`config.mk`:
```
export PLATFORM = sky130hd
export DESIGN_NAME = rmii_packet_rx
export DESIGN_NICKNAME = d
export VERILOG_FILES = /design/src/rtl/rmii_packet_rx.sv
export SDC_FILE = /design/constraint.sdc
export NUM_CORES = 1
export LEC_CHECK = 0
export ABC_AREA = 0
export BUFFER_PORTS_ARGS = -buffer_cell sky130_fd_sc_hd__buf_4
export CAP_MARGIN = 20
export CORE_MARGIN = 4
export CORE_UTILIZATION = 54
export CTS_CLUSTER_DIAMETER = 100
export DETAILED_ROUTE_END_ITERATION = 10
export MAX_ROUTING_LAYER = met4
export PLACE_DENSITY = 0.77
export SETUP_SLACK_MARGIN = 0.05
export SLEW_MARGIN = 20
export SYNTH_ARGS = -nofsm -noshare
export SYNTH_HDL_FRONTEND = slang
export SYNTH_SLANG_ARGS = --single-unit
```
`constraint.sdc`:
```
create_clock -name CLK -period 2.6 [get_ports CLK]
set_clock_uncertainty 0.15 [all_clocks]
set_input_delay 0.52 -clock CLK [delete_from_list [all_inputs] [get_ports CLK]]
set_output_delay 0.52 -clock CLK [all_outputs]
set_load 0.05 [all_outputs]
```
`src/rtl/rmii_packet_rx.sv`:
```
// RMII receive path: preamble/SFD detection, Ethernet/IPv4/UDP header filtering,
// UDP payload streamed as AXI-Stream bytes, FCS check and per-frame status.
module rmii_packet_rx #(
    parameter logic [47:0] FPGA_MAC        = 48'he86a64e7e830,
    parameter logic [31:0] FPGA_IP         = 32'hC0A80164,
    parameter logic [15:0] FPGA_PORT       = 16'h4567,
    parameter int          MAX_FRAME_BYTES = 1518
) (
    input  logic        CLK,
    input  logic        reset,
    input  logic        CRS_DV,
    input  logic [1:0]  RXD,
    output logic [7:0]  M_AXIS_TDATA,
    output logic        M_AXIS_TVALID,
    output logic        M_AXIS_TLAST,
    output logic        RX_DONE,
    output logic        RX_FCS_OK,
    output logic        RX_ACCEPT,
    output logic        RX_LEN_ERR,
    output logic [10:0] RX_LEN
);

    localparam int          CW          = $clog2(MAX_FRAME_BYTES + 2);
    localparam logic [31:0] CRC_POLY    = 32'hEDB88320;
    localparam logic [31:0] CRC_RESIDUE = 32'hDEBB20E3;

    typedef enum logic [2:0] {
        S_IDLE, S_PREAMBLE, S_HEADER, S_PAYLOAD, S_TRAILER, S_DISCARD, S_FIN
    } state_t;

    function automatic logic [31:0] crc_byte(input logic [31:0] crc, input logic [7:0] data);
        logic [31:0] c;
        c = crc ^ {24'd0, data};
        for (int i = 0; i < 8; i++)
            c = c[0] ? ((c >> 1) ^ CRC_POLY) : (c >> 1);
        return c;
    endfunction

    logic          crs_q;
    logic [1:0]    rxd_q;
    state_t        state;
    logic          armed;
    logic          seen01;
    logic          sfd_seen;
    logic [1:0]    phase;
    logic [5:0]    shreg;
    logic [CW-1:0] byte_cnt;
    logic [31:0]   crc;
    logic [47:0]   dst_mac;
    logic [15:0]   eth_type;
    logic [7:0]    ver_ihl;
    logic [7:0]    proto;
    logic [31:0]   dst_ip;
    logic [15:0]   dst_port;
    logic [15:0]   udp_len;
    logic [15:0]   remaining;
    logic [10:0]   rx_len;
    logic          accept;
    logic          len_err;
    logic          fcs_ok;

    logic [7:0]  byte_now;
    logic        byte_done;
    logic        frame_over;
    logic [5:0]  hidx;
    logic [31:0] crc_now;
    logic        hdr_pass;

    // NOTE: the input sampling flops carry no reset on purpose, so that after a
    // mid-frame reset 'armed' only ever sees genuine CRS_DV samples.
    always_ff @(posedge CLK) begin
        crs_q <= CRS_DV;
        rxd_q <= RXD;
    end

    assign byte_now   = {rxd_q, shreg};
    assign byte_done  = crs_q && (phase == 2'd3);
    assign frame_over = (byte_cnt == CW'(MAX_FRAME_BYTES));
    assign hidx       = byte_cnt[5:0];
    assign crc_now    = crc_byte(crc, byte_now);
    assign hdr_pass   = ((dst_mac == FPGA_MAC) || (dst_mac == 48'hFFFFFFFFFFFF)) &&
                        (eth_type == 16'h0800) && (ver_ihl == 8'h45) &&
                        (proto == 8'h11) && (dst_ip == FPGA_IP) && (dst_port == FPGA_PORT);

    always_ff @(posedge CLK) begin
        if (reset) begin
            state         <= S_IDLE;
            armed         <= 1'b0;
            seen01        <= 1'b0;
            sfd_seen      <= 1'b0;
            phase         <= 2'd0;
            shreg         <= 6'd0;
            byte_cnt      <= '0;
            crc           <= 32'hFFFFFFFF;
            dst_mac       <= 48'd0;
            eth_type      <= 16'd0;
            ver_ihl       <= 8'd0;
            proto         <= 8'd0;
            dst_ip        <= 32'd0;
            dst_port      <= 16'd0;
            udp_len       <= 16'd0;
            remaining     <= 16'd0;
            rx_len        <= 11'd0;
            accept        <= 1'b0;
            len_err       <= 1'b0;
            fcs_ok        <= 1'b0;
            M_AXIS_TDATA  <= 8'd0;
            M_AXIS_TVALID <= 1'b0;
            M_AXIS_TLAST  <= 1'b0;
            RX_DONE       <= 1'b0;
            RX_FCS_OK     <= 1'b0;
            RX_ACCEPT     <= 1'b0;
            RX_LEN_ERR    <= 1'b0;
            RX_LEN        <= 11'd0;
        end else begin
            M_AXIS_TVALID <= 1'b0;
            M_AXIS_TLAST  <= 1'b0;
            RX_DONE       <= 1'b0;
            RX_FCS_OK     <= 1'b0;
            RX_ACCEPT     <= 1'b0;
            RX_LEN_ERR    <= 1'b0;
            RX_LEN        <= 11'd0;
            armed         <= armed | ~crs_q;

            if (crs_q && (state inside {S_HEADER, S_PAYLOAD, S_TRAILER, S_DISCARD})) begin
                phase <= phase + 2'd1;
                shreg <= {rxd_q, shreg[5:2]};
            end

            case (state)
                S_IDLE: begin
                    if (crs_q && armed) begin
                        state    <= S_PREAMBLE;
                        seen01   <= 1'b0;
                        sfd_seen <= 1'b0;
                    end
                end

                S_PREAMBLE: begin
                    if (!crs_q) begin
                        state <= S_IDLE;
                    end else begin
                        case (rxd_q)
                            2'b00: if (seen01) state <= S_DISCARD;
                            2'b01: seen01 <= 1'b1;
                            2'b11: begin
                                if (seen01) begin
                                    state    <= S_HEADER;
                                    sfd_seen <= 1'b1;
                                    byte_cnt <= '0;
                                    phase    <= 2'd0;
                                    crc      <= 32'hFFFFFFFF;
                                    accept   <= 1'b0;
                                    len_err  <= 1'b0;
                                    rx_len   <= 11'd0;
                                end else begin
                                    state <= S_DISCARD;
                                end
                            end
                            default: state <= S_DISCARD;
                        endcase
                    end
                end

                S_HEADER, S_PAYLOAD, S_TRAILER: begin
                    if (!crs_q) begin
                        // Carrier loss before the trailer means the frame was cut short.
                        fcs_ok <= (crc == CRC_RESIDUE);
                        if (state != S_TRAILER) begin
                            len_err <= 1'b1;
                            accept  <= 1'b0;
                        end
                        if (phase != 2'd0)
                            len_err <= 1'b1;
                        state <= S_FIN;
                    end else if (byte_done && frame_over) begin
                        len_err <= 1'b1;
                        if (state == S_HEADER)
                            accept <= 1'b0;
                        state <= S_DISCARD;
                    end else if (byte_done) begin
                        byte_cnt <= byte_cnt + CW'(1);
                        crc      <= crc_now;
                        if (state == S_HEADER) begin
                            case (hidx)
                                6'd0, 6'd1, 6'd2, 6'd3, 6'd4, 6'd5:
                                    dst_mac <= {dst_mac[39:0], byte_now};
                                6'd12, 6'd13: eth_type <= {eth_type[7:0], byte_now};
                                6'd14:        ver_ihl  <= byte_now;
                                6'd23:        proto    <= byte_now;
                                6'd30, 6'd31, 6'd32, 6'd33:
                                    dst_ip <= {dst_ip[23:0], byte_now};
                                6'd36, 6'd37: dst_port <= {dst_port[7:0], byte_now};
                                6'd38, 6'd39: udp_len  <= {udp_len[7:0], byte_now};
                                6'd41: begin
                                    if (hdr_pass) begin
                                        accept <= 1'b1;
                                        if (udp_len > 16'd8) begin
                                            remaining <= udp_len - 16'd8;
                                            state     <= S_PAYLOAD;
                                        end else begin
                                            len_err <= (udp_len < 16'd8);
                                            state   <= S_TRAILER;
                                        end
                                    end else begin
                                        accept <= 1'b0;
                                        state  <= S_TRAILER;
                                    end
                                end
                                default: ;
                            endcase
                        end else if (state == S_PAYLOAD) begin
                            M_AXIS_TDATA  <= byte_now;
                            M_AXIS_TVALID <= 1'b1;
                            remaining     <= remaining - 16'd1;
                            if (rx_len != 11'h7FF)
                                rx_len <= rx_len + 11'd1;
                            if (remaining == 16'd1) begin
                                M_AXIS_TLAST <= 1'b1;
                                state        <= S_TRAILER;
                            end
                        end
                    end
                end

                S_DISCARD: begin
                    if (!crs_q) begin
                        fcs_ok <= (crc == CRC_RESIDUE);
                        state  <= sfd_seen ? S_FIN : S_IDLE;
                    end
                end

                S_FIN: begin
                    RX_DONE    <= 1'b1;
                    RX_FCS_OK  <= fcs_ok;
                    RX_ACCEPT  <= accept;
                    RX_LEN_ERR <= len_err;
                    RX_LEN     <= rx_len;
                    state      <= S_IDLE;
                end

                default: state <= S_IDLE;
            endcase
        end
    end

endmodule

```
==> results of run 1 <==
-- final cells by class --
cell class / count / area share
flip-flops and latches: 259 / 0.377
clock buffers: 35 / 0.0572
repair buffers: 97 / 0.0622
inverters: 18 / 0.00491
clock inverters: 17 / 0.0171
well taps: 275 / 0.0250
multi-input cells: 970 / 0.457
-- sequential cells by signal, indices dropped and copies added (netlist names), 2 cells and up --
register and count:
dst_port 16, remaining 16, rxd_q 2, proto 8, rx_len 11, M_AXIS_TDATA 8, state 3, shreg 6
eth_type 16, udp_len 16, ver_ihl 8, dst_ip 32, byte_cnt 11, RX_LEN 11, phase 2, crc 32
dst_mac 48
-- metrics by stage --
step | util | TNS [ps] | area (um2) | worst slack, ps | hold slack, ps
3_3_place_gp | 0.588 | 0 | 12500 | 43.8 | 289
5_1_grt | 0.647 | -194 | 13800 | -42.9 | 265
4_1_cts | 0.638 | 0 | 13600 | 41.7 | 239
6_report | 0.647 | 0 | 13800 | 43.5 | 247
2_1_floorplan | - | 0 | 11800 | 204 | 273
3_5_place_dp | 0.588 | 0 | 12500 | 25.3 | 295
-- cell usage in the layout (no fill, tap or decap), types with 8 or more instances in the layout --
master and instances:
inv_1 18, nor4_1 15, nor4bb_1 8, nand2_1 160
a31oi_1 10, xnor2_2 8, buf_4 82, a21oi_1 106
ha_1 10, o21bai_1 10, nand3_1 16, nor2_1 187
o21ai_0 29, nor3_1 28, mux2i_1 104, xnor2_1 61
dfxtp_1 258, xor2_1 26, nand4_1 20, and2_1 16
clkbuf_16 29, a211o_1 9
-- power breakdown --
group / total (W) / switching (W) / internal, W
Combinational: 0.000424 / 0.000269 / 0.000155
Clock: 0.00429 / 0.00164 / 0.00265
Sequential: 0.00402 / 0.0000355 / 0.00399
-- worst paths after layout --
kind / end / cells past startpoint
hold reg to reg: dst_mac[43] / 2
setup / recovery: remaining[5] / 9
hold / removal: rx_len[0] / 2
setup reg to reg: remaining[5] / 9
-- timing repair --
action	CTS	global route
resized for setup	2	25
hold buffers	3	0
pin swaps	1	13
gates cloned	0	2
hold endpoints to repair	3	0
setup buffers	0	3
setup endpoints to repair	9	114
-- cells by family after synthesis --
logic type      Yosys count  share of synthesized area
flops                   259                      0.439
xor+xnor                 97                     0.0792
simple gates            539                      0.224
mux                     106                     0.0900
fa+ha+maj                10                     0.0106
compound gates          218                      0.116
buf+inv                 106                     0.0412
-- routing by layer --
layer / track usage / up-vias
li1: - / 4702
met1: 0.301 / 4543
met2: 0.370 / 242
met3: 0.0313 / 57
met4: 0.0629 / 0
met5: - / -
==> out/results.tsv, run 1 <==
stage	metric	value	unit
place	dp.cells	1611	
worst_setup_path	r2r_slack	40	ps
place	hpwl	18000	um
die	die_x	156	um
clock_tree	htree_levels	1	
global_route	grt_overflow_total	0	
worst_setup_path	crit_family	simple AND/OR/NAND/NOR gates	
yosys	ys.flop_type	dfxtp_1	
global_route	grt_max_degree	102	
global_route	grt_pass1_wl	45300	um
clock_tree	clock_path_buffers	3	
place	io_buffers	29	
cells_and_area	regArea	5190	um2
power_and_ir_drop	power_density	635	nW/um2
worst_setup_path	slowest_stage	or4_4	
die	io_pins	30	
clock_tree	cts_buffers	28	
cells_and_area	num_antenna_cells	0	
route	drt-total-wl	27600	um
global_route	grt_use_total	0.228	
sta	finalMaxSlewViolations	0	
sta	period_share	0.983	
yosys	ys_seq_area_frac	0.439	
sta	period_minus_slack	2560	ps
worst_setup_path	slowest_delay	590	ps
route	drtIter0Drc	620	
yosys	synth_nets	1350	
yosys	synth_edf_count	0	
sta	setup_viol	0	
cells_and_area	num-nets-final	1389	
yosys	synth_top_area_frac	0.439	
power_and_ir_drop	peakVddDrop	581	uV
worst_setup_path	end_kind	register	
sta	clock.fmax	391	MHz
global_route	grt_pass1_vias	9181	
route	vias_per_cell	5.71	
worst_setup_path	critical_path_buf_inv_count	2	
power_and_ir_drop	leakagePower	5.45	nW
worst_setup_path	path_cells	nor4b_2 -> nand4_1 -> or4_4 -> nand4bb_4 -> buf_6 -> buf_4 -> mux2_2 -> nand2_1 -> a21oi_1	
route	dr.pass1.iters	5	
yosys	synth_async_sr_flop_share	0	
yosys	ys_top_cells_by_count	dfxtp_1, nor2_1, nand2_1	
sta	relSlewSlack	0.521	
hold_path	min_from	reset	
die	core	21300	um2
worst_setup_path	crit_arrival	2810	ps
sta	grt_setup_unrepaired	true	
yosys	syn-cell-area	11800	um2
clock_tree	cts_tree	built	
cells_and_area	multi_input_area	6290	um2
cells_and_area	fin_cells	1671	
clock_tree	clock_sinks	259	
hold_path	worst_hold_path_type	in2reg	
route	wl_met3	1310	um
sta	worstMarginPinSlew	717	ps
status	status	completed	
worst_setup_path	crit-reg2reg-launch	dst_port[11]	
die	num_rows	53	
route	met2_length	12900	um
yosys	synth_area_leaders	dfxtp_1, mux2i_1, nor2_1	
yosys	yosysMostFrequentCell	dfxtp_1	
flow_run	drv_cap	0	
worst_setup_path	critPathMaxFanout	4	
worst_setup_path	cp-start-kind	register	
clock_tree	clk_pin_slew	60	ps
worst_setup_path	critPathRequiredTime	2860	ps
route	met1Wirelength	12700	um
clock_tree	clk_latency	540	ps
sta	hold_violations	0	
die	dieArea	24300	um2
cells_and_area	drive_gt1_frac	0.149	
power_and_ir_drop	power	0.00874	W
route	drtAntennaViolNets	0	
route	vias	9544	
global_route	antenna_found_initial	0	
route	wl_per_cell	16.5	um
yosys	synth-warning-count	0	
yosys	synth_cells	1335	
cells_and_area	fillers	1694	
worst_setup_path	crit_start	dst_port[11]	
route	top_layer	met4	
yosys	avgSynthCellArea	8.85	um2
place	gp_congestion	0.933	
route	drc	0	
cells_and_area	syn2layout_area_growth	16.6	%
die	die_h	156	um
yosys	yosysTopAreaCell	dfxtp_1	
yosys	ys_seq_elements	259	
yosys	synth_cell_types	83	
die	initial_utilization	0.555	
clock_tree	clockRootBuffer	clkbuf_16	
worst_setup_path	crit_type	reg2reg	
Note: power is estimated with default switching activity, not from simulation.
==> inputs of run 2 (changes only) <==
--- a/config.mk
+++ b/config.mk
@@ -6,12 +6,14 @@
 export NUM_CORES = 1
 export LEC_CHECK = 0
 export ABC_AREA = 0
+export ABC_CLOCK_PERIOD_IN_PS = 2950
 export BUFFER_PORTS_ARGS = -buffer_cell sky130_fd_sc_hd__buf_4
 export CAP_MARGIN = 20
 export CORE_MARGIN = 4
 export CORE_UTILIZATION = 54
 export CTS_CLUSTER_DIAMETER = 100
 export DETAILED_ROUTE_END_ITERATION = 10
+export HOLD_SLACK_MARGIN = 0.06
 export MAX_ROUTING_LAYER = met4
 export PLACE_DENSITY = 0.77
 export SETUP_SLACK_MARGIN = 0.05
==> constraint.sdc (replaced) <==
create_clock -name CLK -period 2.95 [get_ports CLK]
set_clock_uncertainty 0.15 [all_clocks]
set_input_delay 0.59 -clock CLK [delete_from_list [all_inputs] [get_ports CLK]]
set_output_delay 0.59 -clock CLK [all_outputs]
set_load 0.05 [all_outputs]
==> run 2 against run 1 <==
  * Via count down 1.3%
  * Total power down 15%
  * Core utilization down 2.1 points
  * Hold slack better by 1.6 ps
  * Wire length down 0.49%
  * Non-clock buffer count down 25
  * Critical path depth up 1
  * Largest cell class unchanged
==> out/results.tsv, run 2 (synthesis results as in run 1) <==
stage	metric	value	unit	change
die	io_pins	30		unchanged
power_and_ir_drop	peakVddDrop	460	uV	-21%
die	die_x	156	um	unchanged
global_route	met3_usage	0.0352		+0.00388
worst_setup_path	cp-start-kind	register		
flow_run	drv_cap	0		unchanged
power_and_ir_drop	p_seq_frac	0.474		+0.014
worst_setup_path	path_cells	inv_1 -> ha_1 -> nand3b_1 -> o31ai_2 -> nor3_1 -> nand3_2 -> nor3b_2 -> buf_4 -> mux2i_1 -> nor2_1		
worst_setup_path	end_kind	register		
global_route	grt_pass1_vias	9052		-1.4%
global_route	met2_usage	0.379		+0.00883
die	die_h	156	um	unchanged
cells_and_area	syn2layout_area_growth	12.8	%	
place	pre_cts_ws	268	ps	+243 ps
sta	relSlewSlack	0.449		-0.0720
clock_tree	clk_pin_slew	60	ps	about the same
cells_and_area	regArea	5180	um2	about the same
power_and_ir_drop	pwr-share-clk	0.476		-0.015
route	drtAntennaViolNets	0		unchanged
power_and_ir_drop	p_comb_frac	0.050		about the same
cells_and_area	num-nets-final	1364		-1.8%
cells_and_area	reg.largest.list	dst_mac x48, crc x32, dst_ip x32		
cells_and_area	fillers	1765		+4.2%
global_route	grt_max_degree	100		-2.0%
sta	finalSetupTns	0	ps	unchanged
sta	worstMarginPinSlew	823	ps	+106 ps
clock_tree	htree_levels	1		unchanged
power_and_ir_drop	internal_power	0.00576	W	-15%
sta	fin_ws	223	ps	+179 ps
worst_setup_path	crit_family	simple AND/OR/NAND/NOR gates		
route	drtIter0Drc	624		+0.65%
worst_setup_path	crit_type	reg2reg		
clock_tree	clockRootBuffer	clkbuf_16		
worst_setup_path	critPathMaxFanout	16		+12
die	initial_utilization	0.555		unchanged
clock_tree	clock_sinks	259		unchanged
cells_and_area	top_register	dst_mac		
sta	hold-worst-slack	248	ps	+1.60 ps
route	wl_per_cell	16.7	um	+1.1%
cells_and_area	final_common_cell	dfxtp_1		
hold_path	worst_hold_path_type	in2reg		
die	core	21300	um2	unchanged
cells_and_area	num_antenna_cells	0		unchanged
clock_tree	clk_latency	550	ps	about the same
sta	clock.fmax	367	MHz	-6.3%
place	gp_congestion	0.952		+2.0%
worst_setup_path	critical_path_buf_inv_count	2		unchanged
power_and_ir_drop	p_switching	0.00170	W	-13%
global_route	grtUsageMet1	0.299		-0.00208
global_route	busiest_layer	met2		
cells_and_area	multi_input_area	6160	um2	-2.1%
power_and_ir_drop	swShare	0.228		+0.00529
die	num_rows	53		unchanged
place	hpwl	17900	um	-0.76%
route	vias_per_cell	5.73		+0.26%
status	status	completed		
route	drc	0		unchanged
global_route	grt_pass1_wl	45600	um	+0.56%
place	io_buffers	29		unchanged
sta	period_minus_slack	2730	ps	+171 ps
clock_tree	cts_tree	built		
sta	setup_viol	0		unchanged
worst_setup_path	critPathRequiredTime	3220	ps	+360 ps
global_route	grt_overflow_total	0		unchanged
cells_and_area	drive_gt1_frac	0.118		-0.0307
sta	hold_violations	0		unchanged
worst_setup_path	slowest_delay	410	ps	-180 ps
route	dr.pass1.iters	5		unchanged
sta	finalMaxSlewViolations	0		unchanged
cells_and_area	largest_reg_flops	48		unchanged
power_and_ir_drop	leakagePower	5.22	nW	-4.3%
cells_and_area	final_cell_mix	dfxtp_1, nor2_1, nand2_1, a21oi_1, mux2i_1		
clock_tree	cts_buffers	28		unchanged
global_route	grt_use_total	0.231		+0.00232
clock_tree	clock_path_buffers	3		unchanged
global_route	antenna_found_initial	0		unchanged
route	drt-total-wl	27400	um	-0.49%
route	vias	9420		-1.3%
sta	period_share	0.925		-0.0587
worst_setup_path	slowest_stage	dfxtp_1		
worst_setup_path	crit_arrival	2990	ps	+180 ps
die	dieArea	24300	um2	unchanged
power_and_ir_drop	power_density	560	nW/um2	-12%
sta	grt_setup_unrepaired	false		
-- run 2: changes by cell type in the layout (fill, tap and decap cells not counted), moves of 3 or more --
cell,before,now
clkinvlp_4,1,5
buf_4,82,63
nor2_1,187,190
buf_6,4,1
nor2_2,3,0
bufinv_16,5,2
-- run 2: area by class of cell --
| cell class | count | share of cell area |
|---|---|---|
| clock inverters | 13 | 0.00958 |
| repair buffers | 72 | 0.0461 |
| well taps | 275 | 0.0258 |
| inverters | 18 | 0.00507 |
| flip-flops and latches | 259 | 0.389 |
| multi-input cells | 970 | 0.463 |
| clock buffers | 38 | 0.0615 |
-- run 2: power groups by stage --
| stage | clock network [W] | logic [W] | registers [W] |
|---|---|---|---|
| 2_1_floorplan | 0 | 0.000269 | 0.00361 |
| 3_3_place_gp | 0 | 0.000361 | 0.00361 |
| 3_5_place_dp | 0 | 0.000363 | 0.00361 |
| 4_1_cts | 0.00361 | 0.000369 | 0.00354 |
| 5_1_grt | 0.00377 | 0.000403 | 0.00354 |
| 6_report | 0.00356 | 0.000370 | 0.00354 |
-- run 2: repair_timing --
| action | CTS | global route |
|---|---|---|
| endpoints found under the setup margin | 0 | 1 |
| hold buffers | 3 | 0 |
| buffers inserted | 0 | 0 |
| hold endpoints to repair | 3 | 0 |
| gates resized for setup | 0 | 1 |
-- run 2: per-stage QoR --
step           area (um2)  utilization  total power (W)  instances
2_1_floorplan       11800            -          0.00388       1335
3_3_place_gp        12300        0.579          0.00398       1591
3_5_place_dp        12300        0.579          0.00398       1591
4_1_cts             13300        0.625          0.00752       1645
5_1_grt             13300        0.626          0.00772       1645
6_report            13300        0.626          0.00746       1645
-- run 2: final timing paths --
kind / startpoint / to / slack [ps] / cells past startpoint
worst max-delay path: byte_cnt[0] / udp_len[8] / 220 / 10
worst min-delay path: reset / rx_len[0] / 250 / 2
worst max register to register: byte_cnt[0] / udp_len[8] / 220 / 10
worst min register to register: dst_mac[45] / dst_mac[45] / 310 / 2
-- run 2: routing by layer --
metal / share of wire / vias to the layer above
li1: - / 4648
met1: 0.46 / 4481
met2: 0.47 / 242
met3: 0.052 / 49
met4: 0.019 / 0
met5: 0 / -
